[src/rtl/warp_scheduler_if.sv]
// Issue channel between the warp scheduler and the execute stage.
// The instruction sits in the issue register while issue_valid is high. It is transferred on
// any rising edge with issue_valid & exec_ready. While valid and not ready, every field holds.
interface warp_scheduler_if #(
  parameter int WW = 2,
  parameter int RW = 4
);
  logic          issue_valid;
  logic [WW-1:0] issue_warp;
  logic [3:0]    issue_opcode;
  logic [RW-1:0] issue_target;
  logic [RW-1:0] issue_address;
  logic          exec_ready;

  modport master (
    output issue_valid, issue_warp, issue_opcode, issue_target, issue_address,
    input  exec_ready
  );

  modport slave (
    input  issue_valid, issue_warp, issue_opcode, issue_target, issue_address,
    output exec_ready
  );
endinterface

[src/rtl/warp_scheduler.sv]
// Round-robin per-warp issue scheduler with a per-warp register scoreboard.
// It tracks filled instruction slots, picks one hazard-free warp per cycle and requests a refill of that slot.
module warp_scheduler #(
  parameter int NUM_WARPS = 4,
  parameter int NUM_REGS  = 16,
  parameter int WW        = $clog2(NUM_WARPS),
  parameter int RW        = $clog2(NUM_REGS)
) (
  input  logic                          clk,
  input  logic                          reset,
  input  logic                          buf_write_en,
  input  logic [WW-1:0]                 warp_num_store,
  input  logic [NUM_WARPS-1:0]          warp_active,
  input  logic [NUM_WARPS-1:0][3:0]     opcode_in,
  input  logic [NUM_WARPS-1:0][RW-1:0]  target_reg_in,
  input  logic [NUM_WARPS-1:0][RW-1:0]  address_reg_in,
  input  logic                          wb_valid,
  input  logic [WW-1:0]                 wb_warp,
  input  logic [RW-1:0]                 wb_reg,
  warp_scheduler_if.master              iss,
  output logic                          fetch_req,
  output logic [WW-1:0]                 fetch_warp,
  output logic [NUM_WARPS-1:0]          slot_full
);

  logic [NUM_WARPS-1:0][NUM_REGS-1:0] sb;
  logic [NUM_WARPS-1:0]               eligible;
  logic [WW-1:0]                      rr_ptr;
  logic [WW-1:0]                      grant_warp;
  logic [WW-1:0]                      probe;
  logic                               grant_valid;
  logic                               can_load;
  logic                               load;

  // NOPs bypass the hazard check: they neither read nor write a register.
  always_comb begin
    eligible = '0;
    for (int w = 0; w < NUM_WARPS; w++) begin
      eligible[w] = warp_active[w] & slot_full[w] &
                    ((opcode_in[w] == 4'h0) |
                     (!sb[w][address_reg_in[w]] & !sb[w][target_reg_in[w]]));
    end
  end

  // The search wraps by the natural overflow of the WW-bit index, so NUM_WARPS must be a power of two.
  always_comb begin
    grant_valid = 1'b0;
    grant_warp  = '0;
    probe       = '0;
    for (int i = 0; i < NUM_WARPS; i++) begin
      probe = rr_ptr + WW'(i);
      if (!grant_valid && eligible[probe]) begin
        grant_valid = 1'b1;
        grant_warp  = probe;
      end
    end
  end

  assign can_load = !iss.issue_valid | iss.exec_ready;
  assign load     = can_load & grant_valid;

  always_ff @(posedge clk or posedge reset) begin
    if (reset) begin
      iss.issue_valid   <= 1'b0;
      iss.issue_warp    <= '0;
      iss.issue_opcode  <= '0;
      iss.issue_target  <= '0;
      iss.issue_address <= '0;
      fetch_req         <= 1'b0;
      fetch_warp        <= '0;
      rr_ptr            <= '0;
    end else begin
      fetch_req <= load;
      if (load) begin
        iss.issue_valid   <= 1'b1;
        iss.issue_warp    <= grant_warp;
        iss.issue_opcode  <= opcode_in[grant_warp];
        iss.issue_target  <= target_reg_in[grant_warp];
        iss.issue_address <= address_reg_in[grant_warp];
        fetch_warp        <= grant_warp;
        rr_ptr            <= grant_warp + WW'(1);
      end else if (iss.issue_valid && iss.exec_ready) begin
        iss.issue_valid <= 1'b0;
      end
    end
  end

  // A buffer write beats a same-cycle grant so the freshly stored instruction is not lost.
  always_ff @(posedge clk or posedge reset) begin
    if (reset) begin
      slot_full <= '0;
    end else begin
      for (int w = 0; w < NUM_WARPS; w++) begin
        if (buf_write_en && (warp_num_store == WW'(w)))
          slot_full[w] <= 1'b1;
        else if (load && (grant_warp == WW'(w)))
          slot_full[w] <= 1'b0;
      end
    end
  end

  // The set is written after the clear so it wins on a same-bit collision.
  always_ff @(posedge clk or posedge reset) begin
    if (reset) begin
      sb <= '0;
    end else begin
      if (wb_valid)
        sb[wb_warp][wb_reg] <= 1'b0;
      if (load && (opcode_in[grant_warp] != 4'h0))
        sb[grant_warp][target_reg_in[grant_warp]] <= 1'b1;
    end
  end

endmodule

[src/flat_wrapper.sv]
// flat-port wrapper written by rule: the top's interface ports become plain ports
module warp_scheduler_flat 
#(
  parameter int NUM_WARPS = 4,
  parameter int NUM_REGS  = 16,
  parameter int WW        = $clog2(NUM_WARPS),
  parameter int RW        = $clog2(NUM_REGS)
)
  (clk, reset, buf_write_en, warp_num_store, warp_active, opcode_in, target_reg_in, address_reg_in, wb_valid, wb_warp, wb_reg, fetch_req, fetch_warp, slot_full, iss_issue_valid, iss_issue_warp, iss_issue_opcode, iss_issue_target, iss_issue_address, iss_exec_ready);
  warp_scheduler_if #(.WW(WW), .RW(RW)) iss_i ();
  input  logic clk;
  input  logic reset;
  input  logic buf_write_en;
  input  logic [WW-1:0] warp_num_store;
  input  logic [NUM_WARPS-1:0] warp_active;
  input  logic [NUM_WARPS-1:0][3:0] opcode_in;
  input  logic [NUM_WARPS-1:0][RW-1:0] target_reg_in;
  input  logic [NUM_WARPS-1:0][RW-1:0] address_reg_in;
  input  logic wb_valid;
  input  logic [WW-1:0] wb_warp;
  input  logic [RW-1:0] wb_reg;
  output logic fetch_req;
  output logic [WW-1:0] fetch_warp;
  output logic [NUM_WARPS-1:0] slot_full;
  output wire logic [$bits(iss_i.issue_valid)-1:0] iss_issue_valid;
  output wire logic [$bits(iss_i.issue_warp)-1:0] iss_issue_warp;
  output wire logic [$bits(iss_i.issue_opcode)-1:0] iss_issue_opcode;
  output wire logic [$bits(iss_i.issue_target)-1:0] iss_issue_target;
  output wire logic [$bits(iss_i.issue_address)-1:0] iss_issue_address;
  input wire logic [$bits(iss_i.exec_ready)-1:0] iss_exec_ready;
  assign iss_issue_valid = iss_i.issue_valid;
  assign iss_issue_warp = iss_i.issue_warp;
  assign iss_issue_opcode = iss_i.issue_opcode;
  assign iss_issue_target = iss_i.issue_target;
  assign iss_issue_address = iss_i.issue_address;
  assign iss_i.exec_ready = iss_exec_ready;
  warp_scheduler #(.NUM_WARPS(NUM_WARPS), .NUM_REGS(NUM_REGS), .WW(WW), .RW(RW)) u_core (.clk(clk), .reset(reset), .buf_write_en(buf_write_en), .warp_num_store(warp_num_store), .warp_active(warp_active), .opcode_in(opcode_in), .target_reg_in(target_reg_in), .address_reg_in(address_reg_in), .wb_valid(wb_valid), .wb_warp(wb_warp), .wb_reg(wb_reg), .iss(iss_i), .fetch_req(fetch_req), .fetch_warp(fetch_warp), .slot_full(slot_full));
endmodule
[config.mk]
export PLATFORM = sky130hd
export DESIGN_NAME = warp_scheduler_flat
export DESIGN_NICKNAME = d
export VERILOG_FILES = /design/src/rtl/warp_scheduler_if.sv /design/src/rtl/warp_scheduler.sv /design/src/flat_wrapper.sv
export SDC_FILE = /design/constraint.sdc
export NUM_CORES = 1
export LEC_CHECK = 0
export CORE_MARGIN = 3
export CORE_UTILIZATION = 46
export CTS_BUF_LIST = sky130_fd_sc_hd__clkbuf_4 sky130_fd_sc_hd__clkbuf_8 sky130_fd_sc_hd__clkbuf_16
export DETAILED_ROUTE_END_ITERATION = 6
export GPL_TIMING_DRIVEN = 0
export PLACE_DENSITY = 0.68
export REMOVE_ABC_BUFFERS = 1
export SLEW_MARGIN = 20
export SYNTH_ARGS = -nofsm -noshare
export SYNTH_HDL_FRONTEND = slang
export SYNTH_SLANG_ARGS = --single-unit
[constraint.sdc]
create_clock -name clk -period 4.3 [get_ports clk]
set_input_delay 0.86 -clock clk [delete_from_list [all_inputs] [get_ports clk]]
set_output_delay 0.86 -clock clk [all_outputs]
set_load 0.05 [all_outputs]
**After elaboration in Yosys (flattened, before gate mapping)**

Index checks and enable logic that the tools add are counted.
W data, S select, Z words.

- Flip-flop bits (word level): 86
- Bits in latches: 0
- Memory bits (writable): 0
- Memory bits (read-only): 0
- Input bits: 65
- Output and inout bits: 22
- Word-level logic and storage cells: 165
- Memories kept: 0

- Add/subtract/negate cells: 4
- Multiply operators: 0
- Div/mod/pow operators: 0
- $lt $le $gt $ge: 20
- Equal/unequal tests: 6
- Shift operators: 0
- Multiplexer cells: 58
- Bitwise logic cells: 21
- Reduce and logical (&&, ||, !) cells: 41

Operators with widths:

| kind | number |
|---|---|
| $mux W64 | 2 |
| $and A64 B64 Y64 | 1 |
| $demux W16 S2 | 2 |
| $not A64 Y64 | 1 |
| $or A64 B64 Y64 | 1 |
| $lt A4 B5 Y1 const B | 10 |
| $bmux W1 S4 | 8 |
| $mux W16 | 2 |
| $mux W1 | 28 |
| $bmux W4 S2 | 3 |
| $lt A2 B3 Y1 const B | 6 |
| $logic_and A1 B1 Y1 | 17 |
| $logic_not A4 Y1 | 4 |
| $and A1 B1 Y1 | 13 |
| $logic_not A1 Y1 | 12 |
| $mux W4 | 3 |
| $reduce_bool A2 Y1 | 5 |
| $bmux W1 S2 | 4 |
| $demux W1 S4 | 2 |
| $eq A2 B2 Y1 const B | 4 |
| $ge A4 B1 Y1 const B | 2 |
| $mux W2 | 4 |
| $or A1 B1 Y1 | 5 |
| $add A2 B1 Y2 const B | 2 |
| 5 further kinds | 9 |

**Logic depth before layout (Yosys ltp)**

Gate-level depths: netlist of the first run.

- Depth after elaboration: 28
- Depth in mapped cells: 18
- Gate-level depth less buffers: 13

**Least setup slack after synthesis of the first run**

OpenSTA, ideal clock, no wires.

- Path type: input port to flip-flop
- Start point: input address_reg_in[13] in the netlist's numbering
- End point: register u_core.sb[55] in the netlist's numbering
- Setup time: 0.079 ns
- Arrival: 4.120 ns
- Path slack: 0.101 ns
- Cell stages on the path: 16
- Buffers on the path: 5
- Cells stage by stage: buf_2 > mux4_2 > mux4_2 > o21ai_2 > nand3_2 > a222oi_1 > and3_1 > buf_6 > buf_6 > clkbuf_1 > ha_1 > inv_1 > nor2_1 > o41ai_4 > buf_6 > o21ai_1

- Longest elaborated chain between the ends: 28

RTL lines:

| item | RTL line | text |
|---|---|---|
| start, declared | flat_wrapper.sv:18 | `input logic [NUM_WARPS-1:0][RW-1:0] address_reg_in;` |
| $bmux W1 S4 * | warp_scheduler.sv:41 | `(!sb[w][address_reg_in[w]] & !sb[w][target_reg_in[w]]));` |
| $mux W1 (implied by the code) * | warp_scheduler.sv:41 |  |
| $logic_not A1 Y1 * | warp_scheduler.sv:41 |  |
| $and A1 B1 Y1 * | warp_scheduler.sv:41 |  |
| $or A1 B1 Y1 * | warp_scheduler.sv:40 | `((opcode_in[w] == 4'h0) \|` |
| $and A1 B1 Y1 * | warp_scheduler.sv:39 | `eligible[w] = warp_active[w] & slot_full[w] &` |
| $bmux W1 S2 | warp_scheduler.sv:52 | `if (!grant_valid && eligible[probe]) begin` |
| $mux W1 (implied by the code) | warp_scheduler.sv:52 |  |
| [10 not listed] | -- |  |
| net u_core.grant_warp[1] | warp_scheduler.sv:29 | `logic [WW-1:0] grant_warp;` |
| [2 not listed] | -- |  |
| $lt A4 B5 Y1 (implied by the code) / $ge A4 B1 Y1 (equally long branches) | warp_scheduler.sv:110 | `sb[grant_warp][target_reg_in[grant_warp]] <= 1'b1;` |
| $logic_and A1 B1 Y1 (implied by the code) | warp_scheduler.sv:110 |  |
| $mux W1 (implied by the code) | warp_scheduler.sv:110 |  |
| $demux W1 S4 | -- |  |
| $mux W16 (implied by the code) | warp_scheduler.sv:110 |  |
| $demux W16 S2 | -- |  |
| $or A64 B64 Y64 (no line) | -- |  |
| $mux W64 * | warp_scheduler.sv:109 | `if (load && (opcode_in[grant_warp] != 4'h0))` |
| end signal, assigned | warp_scheduler.sv:105 | `sb <= '0;` |
| end signal, assigned by index | warp_scheduler.sv:108 | `sb[wb_warp][wb_reg] <= 1'b0;` |
| end signal, assigned by index | warp_scheduler.sv:110 |  |
| end, declared | warp_scheduler.sv:26 | `logic [NUM_WARPS-1:0][NUM_REGS-1:0] sb;` |

The timed path passes the listed nets; every way through them passes the cells marked *. The select of a mux whose other input is x is not followed.
A chain may end at the register's enable or synchronous reset.

**Final worst setup path of the first run**

- Start point: input target_reg_in[13] in the netlist's numbering
- End point: register u_core.sb[35] in the netlist's numbering

- Longest elaborated chain between the ends: 28

RTL lines:

| item | RTL line | text |
|---|---|---|
| start, declared | flat_wrapper.sv:17 | `input logic [NUM_WARPS-1:0][RW-1:0] target_reg_in;` |
| $bmux W1 S4 | warp_scheduler.sv:41 |  |
| $mux W1 (implied by the code) | warp_scheduler.sv:41 |  |
| $logic_not A1 Y1 | warp_scheduler.sv:41 |  |
| $and A1 B1 Y1 | warp_scheduler.sv:41 |  |
| $or A1 B1 Y1 | warp_scheduler.sv:40 |  |
| $and A1 B1 Y1 | warp_scheduler.sv:39 |  |
| $bmux W1 S2 | warp_scheduler.sv:52 |  |
| $mux W1 (implied by the code) | warp_scheduler.sv:52 |  |
| [12 not listed] | -- |  |
| $lt A4 B5 Y1 (implied by the code) / $ge A4 B1 Y1 (equally long branches) | warp_scheduler.sv:110 |  |
| $logic_and A1 B1 Y1 (implied by the code) | warp_scheduler.sv:110 |  |
| $mux W1 (implied by the code) | warp_scheduler.sv:110 |  |
| $demux W1 S4 | -- |  |
| $mux W16 (implied by the code) | warp_scheduler.sv:110 |  |
| $demux W16 S2 | -- |  |
| $or A64 B64 Y64 (no line) | -- |  |
| $mux W64 * | warp_scheduler.sv:109 |  |

Every way passes the cells marked *; elsewhere a longest branch is shown, timed or not. The select of a mux whose other input is x is not followed.

==> results of run 1 <==
[critical path, stage by stage]
cell,delay (ps)
buf_2,200
mux4_1,610
mux4_2,500
o21ai_2,210
nand3_4,140
a211oi_4,240
buf_4,190
buf_8,200
mux2i_4,270
mux2i_4,90
buf_12,160
o41ai_4,340
buf_4,210
buf_12,140
o21ai_0,80
[per-layer routing]
metal / vias up / share of wire (%) / track usage [%]
li1: 2001 / - / -
met2: 265 / 51 / 44.7
met1: 2296 / 38 / 32.6
met5: - / 0 / 0
met3: 45 / 7.2 / 4.31
met4: 0 / 3.2 / 10.5
[stage by stage]
step | cells | hold WS (ps)
after floorplan | 440 | 480
after global placement | 666 | 463
after detailed placement | 669 | 470
after CTS | 694 | 483
after global routing | 699 | 520
final | 699 | 476
[power by group]
group / switching, mW / internal (mW)
clock network: 0.306 / 0.512
logic: 1.78 / 1.36
registers: 0.276 / 1.15
total: 2.36 / 3.02
[state kept, by name (all words and copies together) (netlist names)]
name                      cells
u_core.iss.issue_target       4
u_core.slot_full              4
u_core.sb                    64
u_core.iss.issue_opcode       4
u_core.rr_ptr                 2
u_core.fetch_req              1
u_core.iss.issue_warp         2
u_core.iss.issue_address      4
u_core.iss.issue_valid        1
[worst max-delay path by stage]
stage	from	end	cells past startpoint	slack, ps
2_1_floorplan	target_reg_in[13]	u_core.sb[48]$_DFF_PP0_	9	-940
3_5_place_dp	target_reg_in[13]	u_core.sb[32]$_DFF_PP0_	10	-1800
4_1_cts	target_reg_in[10]	u_core.sb[24]$_DFF_PP0_	15	20
3_3_place_gp	target_reg_in[13]	u_core.sb[52]$_DFF_PP0_	10	-2600
6_report	target_reg_in[13]	u_core.sb[35]$_DFF_PP0_	15	50
5_1_grt	target_reg_in[13]	u_core.sb[35]$_DFF_PP0_	15	-100
[cell usage in the layout (no fill, tap or decap), types with 5 or more instances in the layout]
master             n
dfrtp_1           86
mux2i_1           21
buf_4              9
nor2_1             7
inv_1              9
nand3_1            9
o21ai_0          110
clkdlybuf4s50_1   70
clkbuf_16         10
mux2i_4            9
mux2i_2            8
nand4_1           19
mux2_2            12
mux4_2            32
o21ai_1           39
o41ai_4            5
buf_12             8
dlymetal6s2s_1     6
nand2_1           28
[what timing repair did]
item,in CTS,in global routing
pin swaps,7,3
endpoints found under the setup margin,83,70
gates resized for setup,34,31
cloned,1,1
setup buffers,12,4
[layout make-up]
| type | instances | area share [%] |
|---|---|---|
| multi-input combinational | 344 | 44.6 |
| clock inverter | 2 | 0.877 |
| sequential | 86 | 31.4 |
| timing repair buffer | 106 | 16.4 |
| tap | 140 | 2.56 |
| inverter | 11 | 0.640 |
| clock buffer | 10 | 3.49 |
[cells by family after synthesis]
logic type	Yosys count
buffers and inverters	36
multiplexers	88
AO/OA/AOI/OAI	166
flip-flops	86
AND/OR/NAND/NOR	85
adder cells (fa/ha/maj)	4
==> metrics.md, run 1 <==
| Metric | Value |
|---|---|
| R2r endpoint | `u_core.sb[35]$_DFF_PP0_` |
| Hold Buf Count CTS | `0` |
| Pre-CTS setup slack | `-1800 ps` |
| Row count | `38` |
| Worst slew pin tran | `683 ps` |
| Synth Area in Simple Gates | `8.49%` |
| Main combinational cell family by area after synthesis | `multiplexers` |
| Final worst slack | `48.8 ps` |
| PortBufs | `86` |
| Most area-consuming cells after synthesis | `dfrtp_1, mux4_2, o21ai_0` |
| Post-synth cell types | `43` |
| Antenna Cells | `0` |
| H-Tree Depth | `3` |
| Via count | `4607` |
| Post-Route Skew | `6.28 ps` |
| Fin crit share | `98.9%` |
| Setup crit start kind | `primary input` |
| Layout Area Growth over Synthesis | `30.8%` |
| Antenna violations before repair | `0` |
| R2R setup slack | `450 ps` |
| Crit Path Category | `in2reg` |
| Ports | `87` |
| Crit end category | `flop` |
| Synth async-reset ratio | `100%` |
| Post-synthesis sequential area ratio | `41.1%` |
| Post-synthesis compound-gate area fraction | `18.6%` |
| Pin count of the biggest net entering global routing | `46` |
| Clock Path Buffers | `2` |
| Synth top cells by count | `o21ai_0, dfrtp_1, o21ai_1` |
| Origin of the critical flop-to-flop path | `u_core.sb[63]$_DFF_PP0_` |
| Outcome | `finished with violations` |
| Xor/xnor share of the synthesized area | `0%` |
| Post-synth top area share | `41.1%` |
| Mapped Cells | `465` |
| Core Region | `11000 µm²` |
| HP Class | `reg2reg` |
| Area of the mapped netlist | `5230 µm²` |
| Grt total ovfl | `0` |
| Yosys warning count | `0` |
| Post-DR wirelength/cell | `23.3 µm` |
| Syn avg cell area | `11.3 µm²` |
| Remaining DRCs | `3` |
| Overall power | `5.38 mW` |
| 1st-pass router iterations | `7` |
| Vias in the first global route | `4658` |
| Num CTS Buffers | `9` |
| Finish-stage setup viols | `0` |
| PwrDens | `786 nW/µm²` |
| Final TNS setup | `0 ps` |
| DRT Wirelength | `16300 µm` |
| Num Clock Sinks | `86` |
| CTS tree | `yes` |
| Critical path arrival | `4460 ps` |
| Fill cells | `883` |
| Req. time, crit path | `4510 ps` |
| Mean number of vias per cell | `6.59` |
| FF+latch count, synth | `86` |
| Initial Util | `47.7%` |
| FF+latch area | `2150 µm²` |
| Hold Violations, Final | `0` |
| VDD IR max | `0.000585 V` |
| Die X | `113 µm` |
| Post-Synth Adder-Cell Area | `0.956%` |
| Root Driver | `clkbuf_16` |
| Total GRT Usage | `26.0%` |
| Most common cell in the netlist | `o21ai_0` |
| Leak | `2.71 nW` |
| Chip height | `113 µm` |
| Clk Latency, worst-skew pair | `340 ps` |
| Final instance area | `6850 µm²` |
| Min-delay src | `u_core.iss.issue_address[0]$_DFFE_PP0P_` |
| Post-DRT Antenna Nets | `0` |
| Failing checks | `DRC` |
| First-pass GRT wire length | `25600 µm` |
| FMAX | `0.235 GHz` |
| Fraction of layout cells with a size suffix above 1 | `21.5%` |
| Ys flop type | `dfrtp_1` |
| Max transition margin | `54.3%` |
| Clk slew on worst S/H paths | `60 ps` |
| Hpwl dp | `11700 µm` |
| Post-layout util | `62.3%` |
| Max-cap viol count | `0` |
| Die area | `12700 µm²` |
| Minimum clock period | `4250 ps` |
| Unrepaired setup endpoints after global routing | `true` |
| Crit-path max FO | `13` |
| Max Slew Vio Count | `0` |
| Area leader, netlist | `dfrtp_1` |
| Worst R2R Path Depth | `14` |
| Multi-input logic area | `3050 µm²` |
| EDFF count, synth | `0` |
| Drt initial violations | `394` |
| Hold EP | `u_core.iss.issue_address[0]$_DFFE_PP0P_` |
| Proportion of synthesized area in mux cells | `26.6%` |
| Final GP Congestion | `0.912` |
| Layout Nets | `627` |
| Area after DPL | `6140 µm²` |
| Hold Path Depth | `2` |
Note: power is estimated with default switching activity, not from simulation.
==> run 2, diff against run 1 <==
==> constraint.sdc (replaced) <==
create_clock -name clk -period 4.3 [get_ports clk]
set_input_delay 0.645 -clock clk [delete_from_list [all_inputs] [get_ports clk]]
set_output_delay 0.645 -clock clk [all_outputs]
set_load 0.05 [all_outputs]
==> run 2 against run 1 <==
Net effect: the run now ends clean; core utilization decreased by 0.97 points; hold slack hardly changed; non-clock buffer count fell by 5; total power decreased by 2.8%; via count fell by 3.0%; clock skew rose by 2.7 ps; register-to-register slack improved by 30 ps; sequential power is essentially flat; die area unchanged; largest power group unchanged.
==> metrics.md, run 2 (synthesis results as in run 1) <==
| Metric | Value |
|---|---|
| Initial Util | `47.7%` |
| Post-DR wirelength/cell | `23.1 µm` |
| Core Region | `11000 µm²` |
| Max-cap viol count | `0` |
| Clk Latency, worst-skew pair | `350 ps` |
| Grt total ovfl | `0` |
| Origin of the critical flop-to-flop path | `u_core.sb[57]$_DFF_PP0_` |
| Max reg flops | `64` |
| First-pass GRT wire length | `25400 µm` |
| Hold Violations, Final | `0` |
| Worst R2R Path Depth | `13` |
| Vias in the first global route | `4640` |
| HP Class | `reg2reg` |
| Drt initial violations | `369` |
| Antenna violations before repair | `0` |
| Layout Area Growth over Synthesis | `28.8%` |
| R2r endpoint | `u_core.sb[24]$_DFF_PP0_` |
| Placed cell count | `669` |
| Via count | `4470` |
| Post-Route Skew | `8.96 ps` |
| Max transition margin | `53.7%` |
| Finish-stage setup viols | `0` |
| H-Tree Depth | `3` |
| PwrDens | `776 nW/µm²` |
| Total GRT Usage | `25.8%` |
| Commonest non-fill, non-tap cell in the layout | `o21ai_0` |
| PortBufs | `86` |
| CTS tree | `yes` |
| Fin crit share | `95.9%` |
| Final TNS setup | `0 ps` |
| Setup crit start kind | `primary input` |
| R2R setup slack | `480 ps` |
| Biggest register | `u_core.sb` |
| Req. time, crit path | `4530 ps` |
| Die area | `12700 µm²` |
| Pin count of the biggest net entering global routing | `46` |
| Max Slew Vio Count | `0` |
| Fill cells | `885` |
| Worst slew pin tran | `692 ps` |
| Remaining DRCs | `0` |
| Root Driver | `clkbuf_16` |
| Crit end category | `flop` |
| Fraction of layout cells with a size suffix above 1 | `19.5%` |
| Post-layout util | `61.4%` |
| Crit-path max FO | `13` |
| Num Clock Sinks | `86` |
| Post-DRT Antenna Nets | `0` |
| Row count | `38` |
| Antenna Cells | `0` |
| Final GP Congestion | `0.912` |
| Final non-filler cell total | `694` |
| Leak | `2.66 nW` |
| Crit path top cell by count | `buf_4` |
| Mean number of vias per cell | `6.44` |
| 1st-pass router iterations | `5` |
| Crit path cell chain | `clkdlybuf4s50_1 -> mux4_2 -> mux4_2 -> o21ai_2 -> nand2_2 -> a311oi_2 -> a211oi_4 -> buf_4 -> buf_6 -> mux2i_2 -> mux2i_4 -> o41ai_4 -> buf_4 -> buf_4 -> o21ai_1` |
| Most frequent cells in the layout | `o21ai_0, dfrtp_1, clkdlybuf4s50_1` |
| VDD IR max | `0.000577 V` |
| DRT Wirelength | `16000 µm` |
| Ports | `87` |
| Unrepaired setup endpoints after global routing | `false` |
| Hold Buf Count CTS | `0` |
| Outcome | `complete, no violations` |
| Clock Path Buffers | `2` |
| Max stage delay on crit path | `610 ps` |
| Chip height | `113 µm` |
| Critical path arrival | `4350 ps` |
| Slowest-stage cell, CP | `clkdlybuf4s50_1` |
| Clk slew on worst S/H paths | `60 ps` |
| Hpwl dp | `11700 µm` |
| Min-delay src | `u_core.iss.issue_address[0]$_DFFE_PP0P_` |
| Crit Path Category | `in2reg` |
| Layout Nets | `622` |
| Hold Path Depth | `2` |
| Num CTS Buffers | `9` |
| Minimum clock period | `4130 ps` |
| Die X | `113 µm` |
| FMAX | `0.242 GHz` |
| Hold EP | `u_core.iss.issue_address[0]$_DFFE_PP0P_` |
run 2: stage by stage:
step / power, mW / area (µm²) / hold slack (ps) / setup slack [ps]
after floorplan: 3.17 / 5050 / 480 / -727
after global placement: 3.89 / 6090 / 463 / -2380
after detailed placement: 4.01 / 6140 / 470 / -1590
after CTS: 5.11 / 6670 / 483 / 65.0
after global routing: 5.51 / 6740 / 520 / 10.6
final: 5.23 / 6740 / 476 / 175
run 2: worst max-delay path by stage:
stage / from / end / slack, ps
6_report: target_reg_in[10] / u_core.sb[24]$_DFF_PP0_ / 170
5_1_grt: target_reg_in[8] / u_core.sb[2]$_DFF_PP0_ / 10
3_5_place_dp: target_reg_in[13] / u_core.sb[32]$_DFF_PP0_ / -1590
2_1_floorplan: target_reg_in[13] / u_core.sb[48]$_DFF_PP0_ / -730
3_3_place_gp: target_reg_in[13] / u_core.sb[52]$_DFF_PP0_ / -2380
4_1_cts: address_reg_in[5] / u_core.sb[24]$_DFF_PP0_ / 70
run 2: area by class of cell:
cell class / instances / area, µm² / share of cell area [%]
multi-input combinational: 344 / 3000 / 44.5
sequential: 86 / 2150 / 31.9
timing repair buffer: 101 / 1070 / 15.9
clock buffer: 10 / 239 / 3.54
tap: 140 / 175 / 2.60
clock inverter: 2 / 60.1 / 0.891
inverter: 11 / 43.8 / 0.650
run 2: timing repair:
action                                  CTS  global route
resized for setup                        16            23
cloned                                    1             0
buffers inserted                         12             0
pin swaps                                 7             0
endpoints found under the setup margin   81            70
run 2: routing by layer:
layer / track usage, % / part of all wire, %
met4: 10.7 / 2.8
met1: 32.4 / 40
met5: 0 / 0
met2: 44.2 / 51
met3: 4.42 / 5.8
run 2: worst max-delay path: cells and delay by family:
kind                   cells  cell delay (ps)
multiplexers               4             1260
buffers and inverters      5             1320
AND/OR/NAND/NOR            1               90
AO/OA/AOI/OAI              5             1000
run 2: where the power goes:
| part | total [mW] | internal [mW] | leakage [nW] | switching (mW) |
|---|---|---|---|---|
| clock | 0.818 | 0.512 | 0.146 | 0.306 |
| sequential | 1.42 | 1.15 | 1.10 | 0.271 |
| combinational | 2.99 | 1.26 | 1.41 | 1.73 |
| total | 5.23 | 2.92 | 2.66 | 2.31 |
